## src/rtl/dds_phase_addr_gen.sv

```systemverilog
// Phase-accumulator ROM address generator with wrap-deferred (phase-continuous) retuning.
// Optional LFSR truncation dither is compiled in when DDS_PHASE_DITHER_EN is defined.
module dds_phase_addr_gen #(
    parameter int PHASE_WIDTH = 32,
    parameter int ADDR_WIDTH  = 10
) (
    input  logic                   clk_tb,
    input  logic                   tb_rst,
    input  logic                   en,
    input  logic                   cfg_valid,
    output logic                   cfg_ready,
    input  logic [PHASE_WIDTH-1:0] cfg_fword,
    input  logic [PHASE_WIDTH-1:0] cfg_poff,
    output logic [ADDR_WIDTH-1:0]  addr_o,
    output logic                   addr_valid,
    output logic                   wrap_o
);

    typedef enum logic [1:0] {
        IDLE = 2'd0,
        RUN  = 2'd1,
        PEND = 2'd2
    } state_t;

    state_t                 state_reg, state_next;
    logic [PHASE_WIDTH-1:0] acc_reg, acc_next;
    logic [PHASE_WIDTH-1:0] fword_reg, fword_next;
    logic [PHASE_WIDTH-1:0] poff_reg, poff_next;
    logic [PHASE_WIDTH-1:0] sh_fword_reg, sh_fword_next;
    logic [PHASE_WIDTH-1:0] sh_poff_reg, sh_poff_next;
    logic                   live_reg;
    logic                   carry_reg, carry_next;
    logic                   wrap_next;
    logic                   addr_valid_next;
    logic [ADDR_WIDTH-1:0]  addr_next;

    logic [PHASE_WIDTH:0]   inc_full;
    logic [PHASE_WIDTH-1:0] acc_sum;
    logic                   carry;
    logic [PHASE_WIDTH-1:0] phase_sum;
    logic                   cfg_take;

    assign inc_full  = {1'b0, acc_reg} + {1'b0, fword_reg};
    assign acc_sum   = inc_full[PHASE_WIDTH-1:0];
    assign carry     = inc_full[PHASE_WIDTH];
    // live_reg keeps cfg_ready low until the first edge after reset release
    assign cfg_ready = live_reg & (state_reg != PEND);
    assign cfg_take  = cfg_valid & cfg_ready;

`ifdef DDS_PHASE_DITHER_EN
    localparam int DITHER_W = (PHASE_WIDTH - ADDR_WIDTH < 16) ? (PHASE_WIDTH - ADDR_WIDTH) : 16;

    logic [15:0] lfsr_reg, lfsr_next;

    assign lfsr_next = {lfsr_reg[14:0], lfsr_reg[15] ^ lfsr_reg[13] ^ lfsr_reg[12] ^ lfsr_reg[10]};
    assign phase_sum = acc_reg + poff_reg + PHASE_WIDTH'(lfsr_reg[DITHER_W-1:0]);

    always_ff @(posedge clk_tb or posedge tb_rst) begin
        if (tb_rst) begin
            lfsr_reg <= 16'hACE1;
        end else if (state_reg != IDLE) begin
            lfsr_reg <= lfsr_next;
        end
    end
`else
    assign phase_sum = acc_reg + poff_reg;
`endif

    always_comb begin
        state_next    = state_reg;
        acc_next      = acc_reg;
        fword_next    = fword_reg;
        poff_next     = poff_reg;
        sh_fword_next = sh_fword_reg;
        sh_poff_next  = sh_poff_reg;
        carry_next    = 1'b0;

        case (state_reg)
            IDLE: begin
                acc_next = '0;
                if (cfg_take) begin
                    fword_next = cfg_fword;
                    poff_next  = cfg_poff;
                end
                if (en) begin
                    state_next = RUN;
                end
            end
            RUN: begin
                if (!en) begin
                    state_next = IDLE;
                    acc_next   = '0;
                    if (cfg_take) begin
                        fword_next = cfg_fword;
                        poff_next  = cfg_poff;
                    end
                end else begin
                    acc_next   = acc_sum;
                    carry_next = carry;
                    // a config landing on a wrap edge waits for the following wrap
                    if (cfg_take) begin
                        sh_fword_next = cfg_fword;
                        sh_poff_next  = cfg_poff;
                        state_next    = PEND;
                    end
                end
            end
            PEND: begin
                if (!en) begin
                    state_next = IDLE;
                    acc_next   = '0;
                    fword_next = sh_fword_reg;
                    poff_next  = sh_poff_reg;
                end else begin
                    acc_next   = acc_sum;
                    carry_next = carry;
                    if (carry) begin
                        fword_next = sh_fword_reg;
                        poff_next  = sh_poff_reg;
                        state_next = RUN;
                    end
                end
            end
            default: begin
                state_next = IDLE;
                acc_next   = '0;
            end
        endcase

        addr_valid_next = (state_reg != IDLE);
        wrap_next       = carry_reg & addr_valid_next;
        addr_next       = ADDR_WIDTH'(phase_sum >> (PHASE_WIDTH - ADDR_WIDTH));
    end

    always_ff @(posedge clk_tb or posedge tb_rst) begin
        if (tb_rst) begin
            state_reg    <= IDLE;
            acc_reg      <= '0;
            fword_reg    <= '0;
            poff_reg     <= '0;
            sh_fword_reg <= '0;
            sh_poff_reg  <= '0;
            live_reg     <= 1'b0;
            carry_reg    <= 1'b0;
            addr_o       <= '0;
            addr_valid   <= 1'b0;
            wrap_o       <= 1'b0;
        end else begin
            state_reg    <= state_next;
            acc_reg      <= acc_next;
            fword_reg    <= fword_next;
            poff_reg     <= poff_next;
            sh_fword_reg <= sh_fword_next;
            sh_poff_reg  <= sh_poff_next;
            live_reg     <= 1'b1;
            carry_reg    <= carry_next;
            addr_o       <= addr_next;
            addr_valid   <= addr_valid_next;
            wrap_o       <= wrap_next;
        end
    end

endmodule
```

## config.mk

```make
export PLATFORM = sky130hd
export DESIGN_NAME = dds_phase_addr_gen
export DESIGN_NICKNAME = d
export VERILOG_FILES = /design/src/rtl/dds_phase_addr_gen.sv
export SDC_FILE = /design/constraint.sdc
export NUM_CORES = 1
export LEC_CHECK = 0
export ABC_CLOCK_PERIOD_IN_PS = 10750
export CORE_UTILIZATION = 65
export DETAILED_ROUTE_END_ITERATION = 10
export DONT_BUFFER_PORTS = 1
export PLACE_DENSITY = 0.9
export REMOVE_ABC_BUFFERS = 1
export SYNTH_ARGS = -nofsm -noshare
export SYNTH_HDL_FRONTEND = slang
export SYNTH_SLANG_ARGS = --single-unit
```

## constraint.sdc

```tcl
create_clock -name clk_tb -period 10.75 [get_ports clk_tb]
set_input_delay 0 -clock clk_tb [delete_from_list [all_inputs] [get_ports clk_tb]]
set_output_delay 0 -clock clk_tb [all_outputs]
set_load 0.02 [all_outputs]
```

Word level (Yosys, flattened, before mapping). Cells that the tools add are included.

Add/sub/neg operators: 2. Multipliers: 0. Div/mod/pow operators: 0. Order comparisons: 0. Equality and inequality tests: 7. Shift operators: 0. Muxes and demuxes: 20. Bitwise operators: 3. Reductions and logical operators: 7.

Operators by type and width (count): $mux W32 (10); $pmux W32 S3 (2); $add A32 B32 Y33 (1); $add A32 B32 Y32 (1); $mux W2 (5); $reduce_and A3 Y1 (3); $ne A2 B2 Y1 const B (3); $ne A3 B3 Y1 const B (2); $pmux W2 S3 (1); $and A1 B1 Y1 (3); $reduce_bool A3 Y1 (1); $eq A2 B1 Y1 const B (1); $eq A2 B2 Y1 const B (1); $logic_not A2 Y1 (1); $mux W1 (2); $reduce_bool A2 Y1 (1); $reduce_or A2 Y1 (1).

Register bits after elaboration: 176. Latch bits: 0. Bits in writable memories: 0. Bits in read-only memories: 0. Bits of input ports: 68. Output and inout port bits: 13. Word-level logic and storage cells: 50. Memories: 0.

Depth between registers and ports, before layout.
Depth after elaboration: 6. Depth in mapped cells: 11. Mapped depth without buffers: 10.

Worst setup path after synthesis. No wires, ideal clock.

Kind: reg-to-reg. Start point: register acc_reg[0]. End point: register fword_reg[15]. Library setup time: 0.127 ns. Data arrival time: 2.768 ns. Required time: 10.623 ns. Setup slack: 7.855 ns. Stages on the path, launching flop included: 12. Path buffers: 1. Period minus slack after synthesis: 2.895 ns. Cell sequence: dfrtp_1 > ha_1 > fa_1 > a211oi_1 > o211ai_1 > nand2_1 > o311ai_2 > o31a_2 > o21bai_2 > a21oi_4 > buf_8 > mux2_1.

Cells in the longest elaborated chain, start to end: 3.

Ends and longest elaborated chain: from (decl) (line 26) `logic [PHASE_WIDTH-1:0] acc_reg, acc_next;`; from (signal assigned) (line 150) `acc_reg <= acc_next;`; $add A32 B32 Y33 (line 43) `assign inc_full = {1'b0, acc_reg} + {1'b0, fword_reg};`; $ne A3 B3 Y1 (no line); $reduce_and A3 Y1 (no line); to (signal assigned) (line 151) `fword_reg <= fword_next;`; to (decl) (line 27) `logic [PHASE_WIDTH-1:0] fword_reg, fword_next;`.

No other way between the ends. A chain may end at the register's enable or synchronous reset.

Worst setup path in the final report.
Start point: register acc_reg[24]. End point: register poff_reg[13].

Cells in the longest elaborated chain, start to end: 3.

Ends and longest elaborated chain: $add A32 B32 Y33 (line 43); $ne A3 B3 Y1 (no line); $reduce_and A3 Y1 (no line); to (signal assigned) (line 152) `poff_reg <= poff_next;`; to (decl) (line 28) `logic [PHASE_WIDTH-1:0] poff_reg, poff_next;`.

No other way between the ends.

==> out/qor.yml <==
status:
  run_status: "complete, no violations"
cells_and_area:
  drive_above_1_share_pct: 26.12
  area_growth_syn_to_layout_pct: 14.25
  final_cell_mix: "mux2_2, dfrtp_1, dlygate4sd3_1"
  final_cells: 1076
  mostFrequentLayoutCell: "mux2_2"
  diodes: 0
  nFillCells: 841
  nets: 1014
place:
  dp_cells: 978
  dp_hpwl_um: 12920
  place_congestion: 0.8767
  pre_cts_ws_ns: 6.833
  numPortBuffers: 0
yosys:
  synth_top_area_cell: "dfrtp_1"
  synth_warnings: 0
  synth_area_per_cell_um2: 11.87
  ys_ff_latch: 176
  syn_inst: 821
  synth_top_cell_area_share_pct: 45.20
  synth_area_um2: 9744
  synthArstFlopShare_pct: 100.0
  synth_cell_types: 58
  synth_top_flop_cell: "dfrtp_1"
  ys_seq_area_share_pct: 45.20
  synth_top_cells_by_area: "dfrtp_1, mux2_2, ha_1"
  synth_edf_count: 0
floorplan:
  dieWidth_um: 124.4
  die_y_um: 124.4
  die_area_um2: 15490
  io_pins: 81
  fp.coreArea_um2: 14590
  rows: 44
  start_util_pct: 66.79
grt:
  antenna_found_initial: 0
  grt_start_max_net_pins: 108
  grtUsageTotal_pct: 28.21
  grt_pass1_vias: 7251
  grt_pass1_wl_um: 35020
  gr-total-overflow: 0
route:
  num_vias: 6782
  drt-total-wl_um: 20450
  drc_errors: 0
  first_pass_iters: 5
  wl_per_cell_um: 19.01
  dr.first_iter.drc_count: 472
  ant_nets: 0
  viasPerCell: 6.303
power_and_ir_drop:
  peakVddDrop_v: 0.0002005
  combPwrFrac_pct: 47.5
  power.leakage_nw: 5.071
  switchingPower_mw: 1.384
  p_per_area_nw_per_um2: 320.8
  seqPwrFrac_pct: 33.7
  p_int_mw: 2.188
  switching_share_pct: 38.74
  clkPwrFrac_pct: 18.8
clock_tree:
  cts_hold_repair.buffers: 66
  clock-sinks: 176
  cts_buffers: 17
  path_clk_slew_ns: 0.07
  clockBufferDepth: 2
  post_cts_buffers: 0
  root_buffer: "clkbuf_16"
  cts_resized: 0
  cts.htree.levels: 4
  cts_tree: "yes"
  insertion_delay_ns: 0.44
timing:
  setup_violations: 0
  tightest_slew_ns: 1.195
  relSlewSlack_pct: 20.17
  period_needed_ns: 3.952
  slew_viol_final: 0
  fin_crit_sh_pct: 36.76
  final_hold_viol_count: 0
  fin_setup_tns_ns: 0
  rsz0062_at_grt: "false"
  finClkSkew_ns: 0.008569
  timing.fmax_mhz: 253.1
  setup_ws_ns: 6.798
setup_path:
  worstPathMaxFanout: 38
  cp.arrival_ns: 4.27
  end_kind: "register"
  start_kind: "register"
  critPathKind: "reg -> reg"
  cp_data_required_time_ns: 11.07
min_path:
  holdCritPathClass: "in -> reg"
flow_run:
  maxCapViolations: 0
==> cell usage after synthesis (13+ instances only) <==
cell	number
a21oi_1	41
inv_1	15
ha_1	66
xor2_1	17
nor3_1	14
dfrtp_1	176
nand3_1	13
o21ai_0	24
clkbuf_1	20
nand2_1	25
mux2_2	189
nor2_1	56
a21o_1	28
xnor2_1	17
==> metal layers <==
metal	global-route usage (%)	vias up	share of wire, %
li1	-	3135	-
met1	36.38	3304	43
met2	45.82	272	48
met3	5.885	71	5.5
met4	12.90	0	3.2
met5	0	-	0
==> stage by stage <==
stage               util [%]  area [µm²]  hold slack (ns)  power (mW)
floorplan                  -        9554           0.1266       2.464
global placement       67.38        9829           0.1339       2.722
detailed placement     67.38        9829           0.1371       2.804
CTS                    76.31       11130          0.03609       3.541
global route           76.31       11130          0.06523       3.793
finish                 76.31       11130          0.04362       3.572
==> power groups by stage <==
| stage | logic, mW | clock network [mW] | registers, mW |
|---|---|---|---|
| floorplan | 1.32 | 0 | 1.14 |
| finish | 1.70 | 0.673 | 1.20 |
| detailed placement | 1.60 | 0 | 1.21 |
| CTS | 1.67 | 0.678 | 1.20 |
| global route | 1.85 | 0.706 | 1.24 |
| global placement | 1.54 | 0 | 1.18 |
==> final timing paths <==
kind | from | to | slack (ns) | cells after the start
worst max-delay path | acc_reg[24] | poff_reg[13] | 6.80 | 10
worst min-delay path | en | poff_reg[1] | 0.04 | 2
worst max register to register | acc_reg[24] | poff_reg[13] | 6.80 | 10
worst min register to register | fword_reg[16] | fword_reg[16] | 0.50 | 1
max in group asynchronous | tb_rst | acc_reg[2] | 9.01 | 3
min in group asynchronous | tb_rst | addr_o[2] | 0.24 | 2
==> worst max-delay path, cell delays in order, from the launching register on <==
cell and delay, ns:
dfrtp_1 0.40, ha_1 0.43, nand4_1 0.28, nor4_4 0.26
nand3_1 0.13, o311ai_2 0.27, o31a_2 0.23, o21bai_2 0.08
a21oi_4 0.71, buf_4 0.60, mux2_2 0.40
==> logic make-up after synthesis <==
logic type | synth area share, %
mux | 22.29
buf+inv | 2.529
fa+ha+maj | 8.680
flops | 45.20
simple gates | 7.178
compound gates | 11.03
other cells | 0.03848
xor+xnor | 3.056
==> final cells by class <==
cell class / count / area, µm² / share of cell area (%)
Clock buffer: 18 / 439.2 / 3.945
Clock inverter: 14 / 203.9 / 1.832
Inverter: 15 / 61.31 / 0.5507
Multi-Input combinational cell: 599 / 5104 / 45.84
Sequential cell: 176 / 4404 / 39.56
Tap cell: 184 / 230.2 / 2.068
Timing Repair Buffer: 70 / 690.7 / 6.204
(Power assumes the default switching activity.)
